File: config.mk
export PLATFORM = sky130hd
export DESIGN_NAME = lsu
export DESIGN_NICKNAME = d
export VERILOG_FILES = /design/src/rtl/lsu_pkg.sv /design/src/rtl/lsu_fmt.sv /design/src/rtl/lsu.sv
export SDC_FILE = /design/constraint.sdc
export NUM_CORES = 1
export LEC_CHECK = 0
export ABC_AREA = 1
export CAP_MARGIN = 40
export CORE_UTILIZATION = 30
export CTS_CLUSTER_DIAMETER = 30
export DETAILED_ROUTE_END_ITERATION = 8
export GPL_TIMING_DRIVEN = 0
export MAX_ROUTING_LAYER = met4
export PLACE_DENSITY = 0.5
export REMOVE_ABC_BUFFERS = 1
export SYNTH_ARGS = -nofsm -noshare
export SYNTH_HDL_FRONTEND = slang
export SYNTH_SLANG_ARGS = --single-unit
File: constraint.sdc
create_clock -name clk -period 12.6 [get_ports clk]
set_input_delay 3.15 -clock clk [delete_from_list [all_inputs] [get_ports clk]]
set_output_delay 3.15 -clock clk [all_outputs]
set_load 0.01 [all_outputs]
File: src/rtl/lsu_pkg.sv
// Shared types and helpers for the load/store unit (lsu, lsu_fmt).
// The LSU_MISALIGN_TRAP_EN build uses misaligned() to reject unaligned H/W accesses.
package lsu_pkg;

   localparam logic [2:0] F3_B  = 3'b000;
   localparam logic [2:0] F3_H  = 3'b001;
   localparam logic [2:0] F3_W  = 3'b010;
   localparam logic [2:0] F3_BU = 3'b100;
   localparam logic [2:0] F3_HU = 3'b101;

   // Byte lane within a word, and the half-word select taken from its top bit
   localparam int unsigned LANE_W     = 2;
   localparam int unsigned HALF_SEL_W = 1;

   typedef enum logic [1:0] {
      ST_IDLE,
      ST_ACCESS,
      ST_MERGE_WR,
      ST_RESP
   } state_e;

   typedef enum logic [1:0] {
      SZ_B,
      SZ_H,
      SZ_W
   } size_e;

   // Unlisted funct3 codes behave as full-word accesses
   function automatic size_e size_of(input logic [2:0] f3);
      case (f3)
         F3_B, F3_BU: return SZ_B;
         F3_H, F3_HU: return SZ_H;
         default:     return SZ_W;
      endcase
   endfunction

   function automatic logic misaligned(input logic [2:0] f3, input logic [LANE_W-1:0] lane);
      case (size_of(f3))
         SZ_H:    return lane[0];
         SZ_W:    return lane != '0;
         default: return 1'b0;
      endcase
   endfunction

endpackage

File: src/rtl/lsu_fmt.sv
// Combinational load extraction and sub-word store merge for the LSU.
module lsu_fmt
   import lsu_pkg::*;
(
   input  logic [31:0]       rd_word,
   input  logic [31:0]       buf_word,
   input  logic [31:0]       wdata,
   input  logic [LANE_W-1:0] lane,
   input  logic [2:0]        funct3,
   output logic [31:0]       load_data,
   output logic [31:0]       merge_data
);

   logic [7:0]            byte_sel;
   logic [15:0]           half_sel;
   logic [HALF_SEL_W-1:0] half_lane;

   // Half accesses ignore lane[0], which force-aligns them when the trap is absent
   assign half_lane = lane[LANE_W-1];

   always_comb begin
      byte_sel = rd_word[{lane, 3'b000} +: 8];
      half_sel = rd_word[{half_lane, 4'b0000} +: 16];
      case (size_of(funct3))
         SZ_B:    load_data = funct3[2] ? {24'b0, byte_sel} : {{24{byte_sel[7]}}, byte_sel};
         SZ_H:    load_data = funct3[2] ? {16'b0, half_sel} : {{16{half_sel[15]}}, half_sel};
         default: load_data = rd_word;
      endcase
   end

   always_comb begin
      merge_data = buf_word;
      case (size_of(funct3))
         SZ_B:    merge_data[{lane, 3'b000} +: 8]       = wdata[7:0];
         SZ_H:    merge_data[{half_lane, 4'b0000} +: 16] = wdata[15:0];
         default: merge_data = wdata;
      endcase
   end

endmodule

File: src/rtl/lsu.sv
// Load/store unit: byte-addressed RISC-V loads/stores onto a word-only memory port.
// Optional build macro LSU_MISALIGN_TRAP_EN reports misaligned H/W accesses via resp_err.
module lsu
   import lsu_pkg::*;
#(
   parameter int unsigned MEM_WORDS = 512
) (
   input  logic        clk,
   input  logic        rst,
   input  logic        req_valid,
   output logic        req_ready,
   input  logic        req_we,
   input  logic [2:0]  req_funct3,
   input  logic [31:0] req_addr,
   input  logic [31:0] req_wdata,
   output logic        resp_valid,
   output logic [31:0] resp_rdata,
   output logic        resp_err,
   output logic [31:0] mem_addr,
   output logic        mem_we,
   output logic [31:0] mem_di,
   input  logic [31:0] mem_do
);

   state_e      state_q, state_d;
   logic        we_q, we_d;
   logic [2:0]  f3_q, f3_d;
   logic [31:0] addr_q, addr_d;
   logic [31:0] wdata_q, wdata_d;
   logic [31:0] buf_q, buf_d;
   logic        resp_valid_q, resp_valid_d;
   logic [31:0] resp_rdata_q, resp_rdata_d;
   logic        resp_err_q, resp_err_d;
   logic [31:0] load_data, merge_data;
   logic        sw_access;

   lsu_fmt u_fmt (
      .rd_word    (mem_do),
      .buf_word   (buf_q),
      .wdata      (wdata_q),
      .lane       (addr_q[LANE_W-1:0]),
      .funct3     (f3_q),
      .load_data  (load_data),
      .merge_data (merge_data)
   );

   always_comb begin
      state_d      = state_q;
      we_d         = we_q;
      f3_d         = f3_q;
      addr_d       = addr_q;
      wdata_d      = wdata_q;
      buf_d        = buf_q;
      resp_valid_d = 1'b0;
      resp_rdata_d = resp_rdata_q;
      resp_err_d   = resp_err_q;
      case (state_q)
         ST_IDLE: begin
            if (req_valid) begin
               we_d         = req_we;
               f3_d         = req_funct3;
               addr_d       = req_addr;
               wdata_d      = req_wdata;
               resp_rdata_d = '0;
               resp_err_d   = 1'b0;
               state_d      = ST_ACCESS;
`ifdef LSU_MISALIGN_TRAP_EN
               if (misaligned(req_funct3, req_addr[LANE_W-1:0])) begin
                  resp_err_d   = 1'b1;
                  resp_valid_d = 1'b1;
                  state_d      = ST_RESP;
               end
`endif
            end
         end
         ST_ACCESS: begin
            if (!we_q) begin
               resp_rdata_d = load_data;
               resp_valid_d = 1'b1;
               state_d      = ST_RESP;
            end else if (size_of(f3_q) == SZ_W) begin
               resp_valid_d = 1'b1;
               state_d      = ST_RESP;
            end else begin
               buf_d   = mem_do;
               state_d = ST_MERGE_WR;
            end
         end
         ST_MERGE_WR: begin
            resp_valid_d = 1'b1;
            state_d      = ST_RESP;
         end
         default: state_d = ST_IDLE;
      endcase
   end

   always_ff @(posedge clk or posedge rst) begin
      if (rst) begin
         state_q      <= ST_IDLE;
         we_q         <= 1'b0;
         f3_q         <= '0;
         addr_q       <= '0;
         wdata_q      <= '0;
         buf_q        <= '0;
         resp_valid_q <= 1'b0;
         resp_rdata_q <= '0;
         resp_err_q   <= 1'b0;
      end else begin
         state_q      <= state_d;
         we_q         <= we_d;
         f3_q         <= f3_d;
         addr_q       <= addr_d;
         wdata_q      <= wdata_d;
         buf_q        <= buf_d;
         resp_valid_q <= resp_valid_d;
         resp_rdata_q <= resp_rdata_d;
         resp_err_q   <= resp_err_d;
      end
   end

   // Write strobe depends on state only, so an async reset removes it at once
   assign sw_access = (state_q == ST_ACCESS) && we_q && (size_of(f3_q) == SZ_W);
   assign mem_we    = sw_access || (state_q == ST_MERGE_WR);
   assign mem_di    = (state_q == ST_MERGE_WR) ? merge_data :
                      sw_access                ? wdata_q    : '0;
   assign mem_addr  = (state_q == ST_IDLE) ? {2'b00, req_addr[31:2]} : {2'b00, addr_q[31:2]};

   assign req_ready  = (state_q == ST_IDLE);
   assign resp_valid = resp_valid_q;
   assign resp_rdata = resp_rdata_q;
   assign resp_err   = resp_err_q;

   mem_addr_in_range: assert property (@(posedge clk) disable iff (rst) mem_we |-> (mem_addr < MEM_WORDS));

endmodule

== Word level (Yosys, flattened, before mapping) ==
Cells that the tools add are included.

* $add $sub $neg: 2
* Equal/unequal tests: 10
* Shifts and indexed selects: 6
* Multiplexer cells: 22
* Bitwise gates (word level): 1
* Reduce and logical (&&, ||, !) cells: 12

{| class="wikitable"
|+ Operator list
! operator !! number
|-
| 32-bit 2-to-1 mux || 6
|-
| 32-bit case mux with 2 select lines || 3
|-
| 32-bit bitwise mux || 2
|-
| 16-bit by 7-bit variable shift with 32-bit output (first input constant) || 1
|-
| 8-bit by 7-bit variable shift with 32-bit output (first input constant) || 1
|-
| 16-bit by 7-bit indexed part select with 32-bit output || 1
|-
| 32-bit by 6-bit indexed part select with 16-bit output || 1
|-
| 32-bit by 6-bit indexed part select with 8-bit output || 1
|-
| 8-bit by 7-bit indexed part select with 32-bit output || 1
|-
| 30-bit 2-to-1 mux || 1
|-
| 5-bit negator with 7-bit output || 2
|-
| 2-bit equality test (second input constant) || 3
|-
| 3-bit equality test (second input constant) || 2
|-
| 2-bit 2-to-1 mux || 3
|-
| 2-bit case mux with 3 select lines || 1
|-
| 3-bit AND reduction || 2
|-
| 2-bit by 1-bit equality test with 1-bit output (second input constant) || 2
|-
| 2-bit logical NOT || 2
|-
| 1-bit 2-to-1 mux || 4
|-
| 2-bit != test (second input constant) || 2
|-
| 2-bit case mux with 2 select lines || 1
|-
| 2-bit OR reduction || 2
|-
| 3-bit by 1-bit equality test with 1-bit output (second input constant) || 1
|-
| 3-bit logical NOT || 1
|-
| 6 further kinds || 7
|}

* Register bits: 135
* Input bits: 103
* Output and inout bits: 100
* Word-level logic and storage cells: 61

== Longest topological paths before layout ==
Gate-level depths: netlist of run 1.

* Word-level depth: 9
* Gate-level depth with buffers: 12
* Gate-level depth less buffers: 9

== Modules after synthesis ==
From an unflattened synthesis of run 1, not the netlist that was laid out.

* Cells, all modules: 1,215
* Area, all modules: 8,117.8 sq um

{| class="wikitable"
|+ Modules (own cells, without submodules)
! module !! instances !! cells an instance !! area an instance (sq um) !! seq. area each (sq um)
|-
| lsu || 1 || 773 || 6,123.4 || 3,378.2
|-
| lsu_fmt || 1 || 442 || 1,994.4 || 0.0
|}

== Worst setup path after synthesis of run 1 ==
No wires, ideal clock.

* Kind: in2out
* Start: input req_addr[2]
* End: output mem_addr[0]
* Arrival: 3.449 ns
* Data required time: 9.450 ns
* Slack: 6.001 ns
* Stages on the path: 2
* Path buffers: 0
* Cells stage by stage: inv_1 o21ai_0

* Cells in the longest elaborated chain, start to end: 1

{| class="wikitable"
|+ RTL lines
! item !! RTL line !! RTL
|-
| start: declaration || lsu.sv:14 || <nowiki>input logic [31:0] req_addr,</nowiki>
|-
| 30-bit 2-to-1 mux || lsu.sv:126 || <nowiki>assign mem_addr = (state_q == ST_IDLE) ? {2'b00, req_addr[31:2]} : {2'b00, addr_q[31:2]};</nowiki>
|-
| end: declaration || lsu.sv:19 || <nowiki>output logic [31:0] mem_addr,</nowiki>
|}

Every way passes these cells.

== Final worst setup path of run 1 ==
* Start: input req_addr[11]
* End: output mem_addr[9]

The elaborated chain is that of the path after synthesis.

==> results.ini, run 1 <==
[status]
status=complete, no violations

[placement]
place_hpwl_um=18200
gp_congestion=0.845
io_buffers=199
post-place-ws_ps=5000

[floorplan]
pin_count=203
dieArea_um2=26300
core_um2=25200
die_width_um=162
die_y_um=162
initial_core_util=0.306
num_rows=58

[worst_hold_path]
holdPathEnd=resp_rdata[31]
holdPathStages=2
hold_class=register to register
hp-start=resp_rdata[31]

[setup_path]
r2r-start=state_q[0]
path_cells=clkdlybuf4s50_1 > inv_1 > o21ai_0 > clkdlybuf4s50_1
crit_path_frequent_cell=clkdlybuf4s50_1
crit_path_end_kind=primary output
r2r_end=resp_rdata[5]
critical_path.max_stage_delay_ps=610
worstPathMaxFanout=2
reg2regPathDepth=8
path_class=input pin to primary output
r2r_slack_ps=9800
required_ps=9450
cp_data_arrival_time_ps=4450
critical_path.slowest_cell=clkdlybuf4s50_1
start_kind=input pin

[logic_synthesis]
synth.area.mux_share=0.0351
ys_ff_latch=135
synth_compound_area_frac=0.163
synth.area.top_cells=dfrtp_1 44%, nand2_1 18%, o21ai_0 9.1%, a21oi_1 6.7%, inv_1 5.1%
synth-simple-area-share=0.256
synth-warning-count=0
ys_seq_area_frac=0.439
synthAdderAreaFrac=0.0146
synth_top_family_by_area=simple AND/OR/NAND/NOR gates
synth_top_area_cell=dfrtp_1
yosysUniqueCellTypes=27
netlist.area_leader.share=0.439
syn_inst=1083
syn_area_um2=7700
synth_xor_area_frac=0
synth.avg_cell_area_um2=7.11

[sta]
clock.fmax_mhz=132
setup_tns_ps=0
hold-worst-slack_ps=477
hold_viol_final=0
period_share=0.603
min_period_ps=7600
drv_slew=0
setup_violations=0
slew_headroom=0.445
worst-slew-pin-transition_ps=832
finClkSkew_ps=12.8
fin_ws_ps=5000
rsz0062_at_grt=no

[global_route]
gr-total-overflow=0
grt_pass1_vias=7453
grt_max_degree=78
antenna_found_initial=0
grt_pass1_wl_um=41000
grt_util_all_layers=0.209

[pwr]
powerDensity_nw_per_um2=257
p_leak_nw=5.12
vdd_drop_max_v=0.000146
total_power_mw=2.72

[route]
vias=7548
wl_per_cell_um=16.2
via_per_inst=4.75
wl_um=25700
initialDrtViolationCount=548
drt_pass1_iterations=5
drc=0
antenna_left=0

[clocking]
cts_tree=done
cts_hold_buf=0
h-tree-depth=4
cts_resized=0
post_cts_buffers=0
path_clk_slew_ps=60
worstSkewPairLatency_ps=430
clock-root-buffer=clkbuf_16
cts_made_buffers=17
clkSinkCount=135
clockBufferDepth=2

[flow_run]
cap_violations=0

[cells_and_area]
fin_util=0.421
fin_nets=1360
diodes=0
drive_gt1_frac=0.0659
area_growth_pct=37.7

Yosys cell counts:
cell	n
buf_1	4
ha_1	9
nor3_1	1
inv_1	105
clkinv_1	3
or2_2	1
nand3_2	4
nand2_1	377
nor2_2	2
nand4_1	10
clkbuf_1	30
o21ai_0	140
nor2_1	47
nand2_2	2
buf_4	6
o211ai_1	3
nor2_4	1
a21oi_1	103
dfrtp_1	135
inv_2	3
o21ai_2	1
conb_1	1
buf_2	23
mux2_2	24
nand3_1	46
o22ai_1	1
o21ai_1	1
cell usage in the layout, fill, tap and decap left out, types with 3 or more instances in the layout:
cell type / n
o21ai_0: 140
clkinvlp_4: 3
conb_1: 3
inv_1: 103
inv_2: 4
ha_1: 9
clkbuf_8: 3
clkinv_2: 4
buf_16: 4
clkbuf_16: 17
dfrtp_1: 133
clkdlybuf4s50_1: 199
nand4_1: 10
nand3_2: 4
nor2_1: 47
o211ai_1: 3
mux2_2: 24
a21oi_1: 103
nand2_1: 376
nand3_1: 46
power by group:
group	leakage, nW	internal [mW]	switching, mW	total (mW)
sequential	1.66	0.622	0.168	0.789
combinational	3.18	0.615	0.810	1.43
clock	0.284	0.306	0.200	0.506
layer usage:
layer | global-route usage | part of all wire
met2 | 0.328 | 0.46
met4 | 0.0433 | 0.0078
met3 | 0.0488 | 0.073
met1 | 0.274 | 0.46
met5 | - | 0
final cells by class:
type,count,area [um2]
fillers,2588,14600
multi-input cells,776,3630
flip-flops and latches,135,3380
repair buffers,207,2160
clock buffers,20,467
inverters,111,423
well taps,330,413
clock inverters,11,124
registers in the layout (all words and copies together) (netlist names):
register	cells
we_q	1
wdata_q	32
resp_valid	1
buf_q	32
resp_rdata	32
addr_q	32
f3_q	3
state_q	2
per-stage QoR:
stage,area [um2],cells
2_1_floorplan,7420,1022
5_1_grt,10600,1590
6_report,10600,1590
4_1_cts,10600,1590
3_5_place_dp,10000,1559
3_3_place_gp,9820,1551
critical path: cells and delay by family:
kind / cells / cell delay [ps]
buf+inv: 3 / 1110
compound gates: 1 / 180
how the worst max path moves through the flow:
| stage | startpoint | end |
|---|---|---|
| 2_1_floorplan | rst | addr_q[0] |
| 3_3_place_gp | rst | wdata_q[27] |
| 3_5_place_dp | req_addr[11] | mem_addr[9] |
| 4_1_cts | req_addr[11] | mem_addr[9] |
| 5_1_grt | req_addr[8] | mem_addr[6] |
| 6_report | req_addr[11] | mem_addr[9] |
cells by family (layout without fill, tap and decap cells):
| kind of cell | Yosys count | count (layout) |
|---|---|---|
| other cells | 1 | 3 |
| simple gates | 491 | 491 |
| buf+inv | 174 | 349 |
| mux | 24 | 24 |
| flops | 135 | 135 |
| fa+ha+maj | 9 | 9 |
| compound gates | 249 | 249 |
Note: power is estimated with default switching activity, not from simulation.
==> run 2: changes to the inputs <==
==> constraint.sdc (replaced) <==
create_clock -name clk -period 7.45 [get_ports clk]
set_input_delay 1.8625 -clock clk [delete_from_list [all_inputs] [get_ports clk]]
set_output_delay 1.8625 -clock clk [all_outputs]
set_load 0.01 [all_outputs]
==> results of run 2 <==
Same layout as run 1 (identical final DEF). Status: complete, no violations.
Main changes from that run: setup slack after placement 5000 ps -> 2240 ps; setup slack after layout 5000 ps -> 1770 ps; start point of the critical path req_addr[11] -> addr_q[1]; end point of the critical path mem_addr[9] -> mem_di[2]; register-to-register setup slack 9800 ps -> 4650 ps; total power 2.72 mW -> 4.60 mW; worst IR drop on VDD 0.000146 V -> 0.000247 V
